## config.mk

```make
export PLATFORM = sky130hd
export DESIGN_NAME = arb_rr_pop_sched_flat
export DESIGN_NICKNAME = d
export VERILOG_FILES = /design/src/rtl/arb_rr_pop_sched_pkg.sv /design/src/rtl/arb_rr_pop_sched_if.sv /design/src/rtl/arb_rr_pop_sched_next_pick.sv /design/src/rtl/arb_rr_pop_sched.sv /design/src/flat_wrapper.sv
export SDC_FILE = /design/constraint.sdc
export NUM_CORES = 1
export LEC_CHECK = 0
export CAP_MARGIN = 15
export CORE_ASPECT_RATIO = 0.75
export CORE_MARGIN = 8
export CORE_UTILIZATION = 28
export DETAILED_ROUTE_END_ITERATION = 16
export PLACE_DENSITY_LB_ADDON = 0.3
export SLEW_MARGIN = 25
export SYNTH_ARGS = -nofsm -noshare
export SYNTH_HDL_FRONTEND = slang
export SYNTH_SLANG_ARGS = --single-unit
```

## constraint.sdc

```tcl
create_clock -name clk -period 4.23 [get_ports clk]
set_input_delay 0.846 -clock clk [delete_from_list [all_inputs] [get_ports clk]]
set_output_delay 0.846 -clock clk [all_outputs]
set_load 0.05 [all_outputs]
```

## src/rtl/arb_rr_pop_sched_pkg.sv

```systemverilog
// Shared types and constants for the round-robin pop scheduler.
// State encoding, default sizing and the one-hot select helper.
package arb_pkg;

    localparam int ARB_FIFO_UNITS = 4;
    localparam int ARB_PTR_L      = 2;

    typedef enum logic [1:0] {
        ST_IDLE  = 2'd0,
        ST_GRANT = 2'd1,
        ST_HOLD  = 2'd2
    } arb_state_e;

    function automatic logic [ARB_FIFO_UNITS-1:0] onehot(input logic [ARB_PTR_L-1:0] idx);
        onehot      = '0;
        onehot[idx] = 1'b1;
    endfunction

endpackage

```

## src/rtl/arb_rr_pop_sched_if.sv

```systemverilog
// Handshake bundle between the scheduler, the source FIFOs and the downstream FIFO.
// master = scheduler side, slave = FIFO/environment side.
interface arb_rr_pop_sched_if #(
    parameter int FIFO_UNITS = arb_pkg::ARB_FIFO_UNITS,
    parameter int PTR_L      = arb_pkg::ARB_PTR_L
);
    logic                  arb_en;
    logic [FIFO_UNITS-1:0] fifo_empty;
    logic                  down_almost_full;
    logic [FIFO_UNITS-1:0] arb_pop;
    logic                  arb_push;
    logic [PTR_L-1:0]      arb_sel;
    logic                  arb_busy;

    modport master (
        input  arb_en, fifo_empty, down_almost_full,
        output arb_pop, arb_push, arb_sel, arb_busy
    );

    modport slave (
        output arb_en, fifo_empty, down_almost_full,
        input  arb_pop, arb_push, arb_sel, arb_busy
    );
endinterface

```

## src/rtl/arb_rr_pop_sched_next_pick.sv

```systemverilog
// Round-robin successor: first non-empty FIFO after i_cur, wrapping, i_cur itself last.
module rr_next_pick #(
    parameter int FIFO_UNITS = arb_pkg::ARB_FIFO_UNITS,
    parameter int PTR_L      = arb_pkg::ARB_PTR_L
) (
    input  logic [PTR_L-1:0]      i_cur,
    input  logic [FIFO_UNITS-1:0] i_fifo_empty,
    output logic [PTR_L-1:0]      o_idx,
    output logic                  o_any_req
);
    logic             w_found;
    logic [PTR_L-1:0] w_cand;

    always_comb begin
        o_idx   = i_cur;
        w_found = 1'b0;
        w_cand  = i_cur;
        for (int k = 1; k <= FIFO_UNITS; k++) begin
            w_cand = PTR_L'((int'(i_cur) + k) % FIFO_UNITS);
            if (!w_found && !i_fifo_empty[w_cand]) begin
                o_idx   = w_cand;
                w_found = 1'b1;
            end
        end
    end

    assign o_any_req = ~&i_fifo_empty;
endmodule

```

## src/rtl/arb_rr_pop_sched.sv

```systemverilog
// Round-robin pop scheduler with bounded bursts and downstream almost-full stall.
// Optional per-FIFO saturating pop counters when ARB_GRANT_CNT_EN is defined.
module arb_rr_pop_sched #(
    parameter int FIFO_UNITS = arb_pkg::ARB_FIFO_UNITS,
    parameter int PTR_L      = arb_pkg::ARB_PTR_L,
    parameter int BURST      = 4,
    parameter int CNT_W      = 8
) (
    input  logic                         clk,
    input  logic                         reset,
    arb_rr_pop_sched_if.master           arb_bus
`ifdef ARB_GRANT_CNT_EN
    ,
    output logic [FIFO_UNITS*CNT_W-1:0]  grant_cnt
`endif
);
    import arb_pkg::*;

    localparam int             BW         = $clog2(BURST + 1);
    localparam logic [BW-1:0]  BURST_LAST = BW'(BURST - 1);

    arb_state_e       r_state, w_state_nxt;
    logic [PTR_L-1:0] r_cur, w_cur_nxt;
    logic [BW-1:0]    r_burst, w_burst_nxt;
    logic [PTR_L-1:0] w_next_idx;
    logic             w_any_req;
    logic             w_pop;

    rr_next_pick #(
        .FIFO_UNITS (FIFO_UNITS),
        .PTR_L      (PTR_L)
    ) u_next_pick (
        .i_cur        (r_cur),
        .i_fifo_empty (arb_bus.fifo_empty),
        .o_idx        (w_next_idx),
        .o_any_req    (w_any_req)
    );

    assign w_pop = !reset && arb_bus.arb_en && (r_state == ST_GRANT)
                   && !arb_bus.fifo_empty[r_cur] && !arb_bus.down_almost_full;

    assign arb_bus.arb_pop  = w_pop ? onehot(r_cur) : '0;
    assign arb_bus.arb_push = w_pop;
    assign arb_bus.arb_sel  = r_cur;
    assign arb_bus.arb_busy = (r_state != ST_IDLE);

    always_ff @(posedge clk) begin
        if (reset) begin
            r_state <= ST_IDLE;
            r_cur   <= PTR_L'(FIFO_UNITS - 1);
            r_burst <= '0;
        end else begin
            r_state <= w_state_nxt;
            r_cur   <= w_cur_nxt;
            r_burst <= w_burst_nxt;
        end
    end

    // Almost-full takes priority over an empty current FIFO in GRANT.
    always_comb begin
        w_state_nxt = r_state;
        w_cur_nxt   = r_cur;
        w_burst_nxt = r_burst;
        if (!arb_bus.arb_en) begin
            w_state_nxt = ST_IDLE;
            w_burst_nxt = '0;
        end else begin
            case (r_state)
                ST_IDLE: begin
                    if (w_any_req && !arb_bus.down_almost_full) begin
                        w_cur_nxt   = w_next_idx;
                        w_burst_nxt = '0;
                        w_state_nxt = ST_GRANT;
                    end
                end
                ST_GRANT: begin
                    if (arb_bus.down_almost_full) begin
                        w_state_nxt = ST_HOLD;
                    end else if (arb_bus.fifo_empty[r_cur]) begin
                        if (w_any_req) begin
                            w_cur_nxt   = w_next_idx;
                            w_burst_nxt = '0;
                        end else begin
                            w_state_nxt = ST_IDLE;
                        end
                    end else if (r_burst == BURST_LAST) begin
                        w_cur_nxt   = w_next_idx;
                        w_burst_nxt = '0;
                    end else begin
                        w_burst_nxt = r_burst + 1'b1;
                    end
                end
                ST_HOLD: begin
                    if (!arb_bus.down_almost_full) w_state_nxt = ST_GRANT;
                end
                default: w_state_nxt = ST_IDLE;
            endcase
        end
    end

`ifdef ARB_GRANT_CNT_EN
    logic [CNT_W-1:0] r_grant_cnt [FIFO_UNITS];

    always_ff @(posedge clk) begin
        if (reset) begin
            for (int i = 0; i < FIFO_UNITS; i++) r_grant_cnt[i] <= '0;
        end else begin
            for (int i = 0; i < FIFO_UNITS; i++) begin
                if (arb_bus.arb_pop[i] && (r_grant_cnt[i] != '1))
                    r_grant_cnt[i] <= r_grant_cnt[i] + 1'b1;
            end
        end
    end

    for (genvar g = 0; g < FIFO_UNITS; g++) begin : g_cnt_out
        assign grant_cnt[g*CNT_W +: CNT_W] = r_grant_cnt[g];
    end
`endif
endmodule

```

## src/flat_wrapper.sv

```systemverilog
// flat-port wrapper written by rule: the top's interface ports become plain ports
module arb_rr_pop_sched_flat import arb_pkg::*;
#(
    parameter int FIFO_UNITS = arb_pkg::ARB_FIFO_UNITS,
    parameter int PTR_L      = arb_pkg::ARB_PTR_L,
    parameter int BURST      = 4,
    parameter int CNT_W      = 8
)
  (clk, reset, arb_bus_arb_en, arb_bus_fifo_empty, arb_bus_down_almost_full, arb_bus_arb_pop, arb_bus_arb_push, arb_bus_arb_sel, arb_bus_arb_busy);
  arb_rr_pop_sched_if #(.FIFO_UNITS(FIFO_UNITS), .PTR_L(PTR_L)) arb_bus_i ();
  input  logic clk;
  input  logic reset;
  input wire logic [$bits(arb_bus_i.arb_en)-1:0] arb_bus_arb_en;
  input wire logic [$bits(arb_bus_i.fifo_empty)-1:0] arb_bus_fifo_empty;
  input wire logic [$bits(arb_bus_i.down_almost_full)-1:0] arb_bus_down_almost_full;
  output wire logic [$bits(arb_bus_i.arb_pop)-1:0] arb_bus_arb_pop;
  output wire logic [$bits(arb_bus_i.arb_push)-1:0] arb_bus_arb_push;
  output wire logic [$bits(arb_bus_i.arb_sel)-1:0] arb_bus_arb_sel;
  output wire logic [$bits(arb_bus_i.arb_busy)-1:0] arb_bus_arb_busy;
  assign arb_bus_i.arb_en = arb_bus_arb_en;
  assign arb_bus_i.fifo_empty = arb_bus_fifo_empty;
  assign arb_bus_i.down_almost_full = arb_bus_down_almost_full;
  assign arb_bus_arb_pop = arb_bus_i.arb_pop;
  assign arb_bus_arb_push = arb_bus_i.arb_push;
  assign arb_bus_arb_sel = arb_bus_i.arb_sel;
  assign arb_bus_arb_busy = arb_bus_i.arb_busy;
  arb_rr_pop_sched #(.FIFO_UNITS(FIFO_UNITS), .PTR_L(PTR_L), .BURST(BURST), .CNT_W(CNT_W)) u_core (.clk(clk), .reset(reset), .arb_bus(arb_bus_i));
endmodule
```

==> impl_metrics.ini <==
[layout]
syn2layout_area_growth_pct = 27.4
most-common-layout-cells = nand2_1, clkdlybuf4s50_1, dfxtp_1
instances_no_fill = 119
layout.filler_cells = 234
antenna_cells_inserted = 0
fraction_of_layout_cells_with_a_size_suffix_above_1 = 0.181
nNetsFinal = 108

[clocking]
post-cts-setup-buffer-count = 0
cts-root-to-sink-buffers = 2
ctsRootBufferMaster = clkbuf_4
cts.htree.levels = 1
cts_resized = 0
cts_made_buffers = 3
cts_hold_repair.buffers = 0
tritoncts_clock_tree = done
worst_setup_hold_path_clk_slew_ns = 0.05
worstSkewPairLatency_ns = 0.25
tritoncts_num_sinks = 7

[yosys]
synth-seq-area-share = 0.220
mappedNetlistArea_um2 = 636
synth_area_per_cell_um2 = 8.15
syn_nets = 91
synth_top_cell_area_share = 0.220
synthesis.instances = 78
synth-warning-count = 0
dominant_cell_type_by_area_after_synthesis = dfxtp_1
synth.ff_latch_count = 7
synth_area_leaders = dfxtp_1, ha_1, nand2_1
netlist-cell-type-count = 34

[placement]
gpl_congestion = 0.853
post-place-cells = 115
dp_hpwl_um = 1140
setup_slack_placement_ns = 0.748
buffer_ports.inserted = 15

[routing]
drc = 0
ant_nets = 0
dr.first_iter.drc_count = 32
avgRoutedWirePerCell_um = 11.9
finalWirelength_um = 1420
drt_pass1_iterations = 4
drt-vias-per-instance = 5.08
detailroute.via_count = 604

[power]
post-layout-total-power_uw = 194
power.static_leakage_uw = 0.000322
vdd_ir_max_mv = 0.0694
power_density_nw_per_um2 = 239

[timing]
final_min_period_over_clock_period = 0.818
timing.final.setup_violations = 0
final_period_minus_worst_setup_slack_ns = 3.46
maxSlewViolCount = 0
report.final.hold_viol_count = 0
fin_worst_skew_ns = 0.00325
timing_worst_slew_pin_value_ns = 0.508
setup_slack_ns = 0.769
setup_repair_after_global_routing_missed_its_margin = no
totalNegativeSetupSlack_ns = 0
worst_slew_margin_rel = 0.661
max_clk_rate_ghz = 0.289

[worst_setup_path]
cpPeakStageDelay_ns = 0.53
worstPathArrival_ns = 2.62
path_buf_inv = 2
critPathLaunchType = input port
required_ns = 3.38
cp_slowest_cell = clkdlybuf4s50_1
cp_top_family = buffers and inverters
path_max_fanout = 8
endpoint_kind = primary output
crit_path_cell_chain = clkdlybuf4s50_1 > mux2_2 > o22ai_4 > nor3b_2 > and2_1 > buf_4
worstSetupPathType = input port to primary output

[grt]
grt_antenna_before_repair = 0
first_global_vias = 581
globalRouteTotalUtil = 0.0738
grt_remaining_overflow = 0
largest_net_degree_at_the_start_of_global_routing = 13
wire_length_of_the_first_global_routing_pass_um = 2460

[floorplanning]
core_um2 = 2210
dieWidth_um = 71.0
initial_util = 0.287
placementRows = 15
dieHeight_um = 57.3
ioPinCount = 16
fp.dieArea_um2 = 4070

[status]
run_status = finished, final reports clean

[worst_hold_path]
hp-class = register to register

[flow_run]
cap_violations = 0
flip-flops by register name (all words and copies together), names as in the netlist:
name / cells
u_core.r_burst: 3
u_core.arb_bus.arb_sel: 2
u_core.r_state: 2
worst paths after layout:
check / start / to / slack [ns] / cells after the start
setup / recovery: arb_bus_fifo_empty[0] / arb_bus_arb_pop[2] / 0.77 / 6
hold / removal: u_core.r_burst[2] / u_core.r_burst[2] / 0.47 / 1
setup reg to reg: u_core.arb_bus.arb_sel[0] / u_core.arb_bus.arb_sel[0] / 2.08 / 6
hold reg to reg: u_core.r_burst[2] / u_core.r_burst[2] / 0.47 / 1
routing by layer:
layer / part of all wire / global-route usage / up-vias
met5: 0 / 0 / -
met4: 0 / 0.0413 / 0
met3: 0.095 / 0.0332 / 0
met2: 0.47 / 0.119 / 18
met1: 0.44 / 0.0795 / 272
li1: - / - / 314
cell families after synthesis:
logic type | Yosys count | share of synthesized area
xor gates and xnor gates | 1 | 0.0138
AOI/OAI and AO/OA | 16 | 0.193
buffers and inverters | 6 | 0.0590
DFF | 7 | 0.220
and+or+nand+nor | 38 | 0.331
adders and majority gates | 5 | 0.0984
muxes | 5 | 0.0846
synthesized netlist by cell type (all sizes together):
master and n:
a2111oi 1, a211oi 1, a21oi 6, a221oi 1
a311oi 1, a41oi 1, and2 4, and4 1
buf 2, clkbuf 1, dfxtp 7, ha 5
inv 3, mux2 3, mux2i 2, nand2 10
nand2b 2, nand3 3, nand3b 1, nand4 1
nand4b 1, nor2 6, nor2b 2, nor3 1
nor3b 3, o211ai 1, o21ai 2, o22ai 1
o32ai 1, or2 1, or3 1, or3b 1
xnor2 1
where the power goes:
group	total (uW)	switching, uW	internal, uW	leakage (uW)
combinational	58.3	32.6	25.7	0.000250
clock	61.7	25.6	36.1	0.0000150
sequential	73.9	5.72	68.2	0.0000569
total	194	63.9	130	0.000322
stage by stage:
stage,cell area [um^2],hold WS (ns),util
detailed placement,783,0.466,0.354
finish,810,0.474,0.366
CTS,810,0.473,0.366
global placement,783,0.465,0.354
floorplan,641,0.452,-
global route,810,0.497,0.366
area by class of cell:
class / count / area (um^2) / area share
clock buffers: 4 / 26.3 / 0.0325
inverters: 3 / 11.3 / 0.0139
multi-input cells: 65 / 463 / 0.572
flip-flops and latches: 7 / 140 / 0.173
well taps: 25 / 31.3 / 0.0386
repair buffers: 15 / 138 / 0.170
No activity file was read; power rests on OpenSTA's default activity.
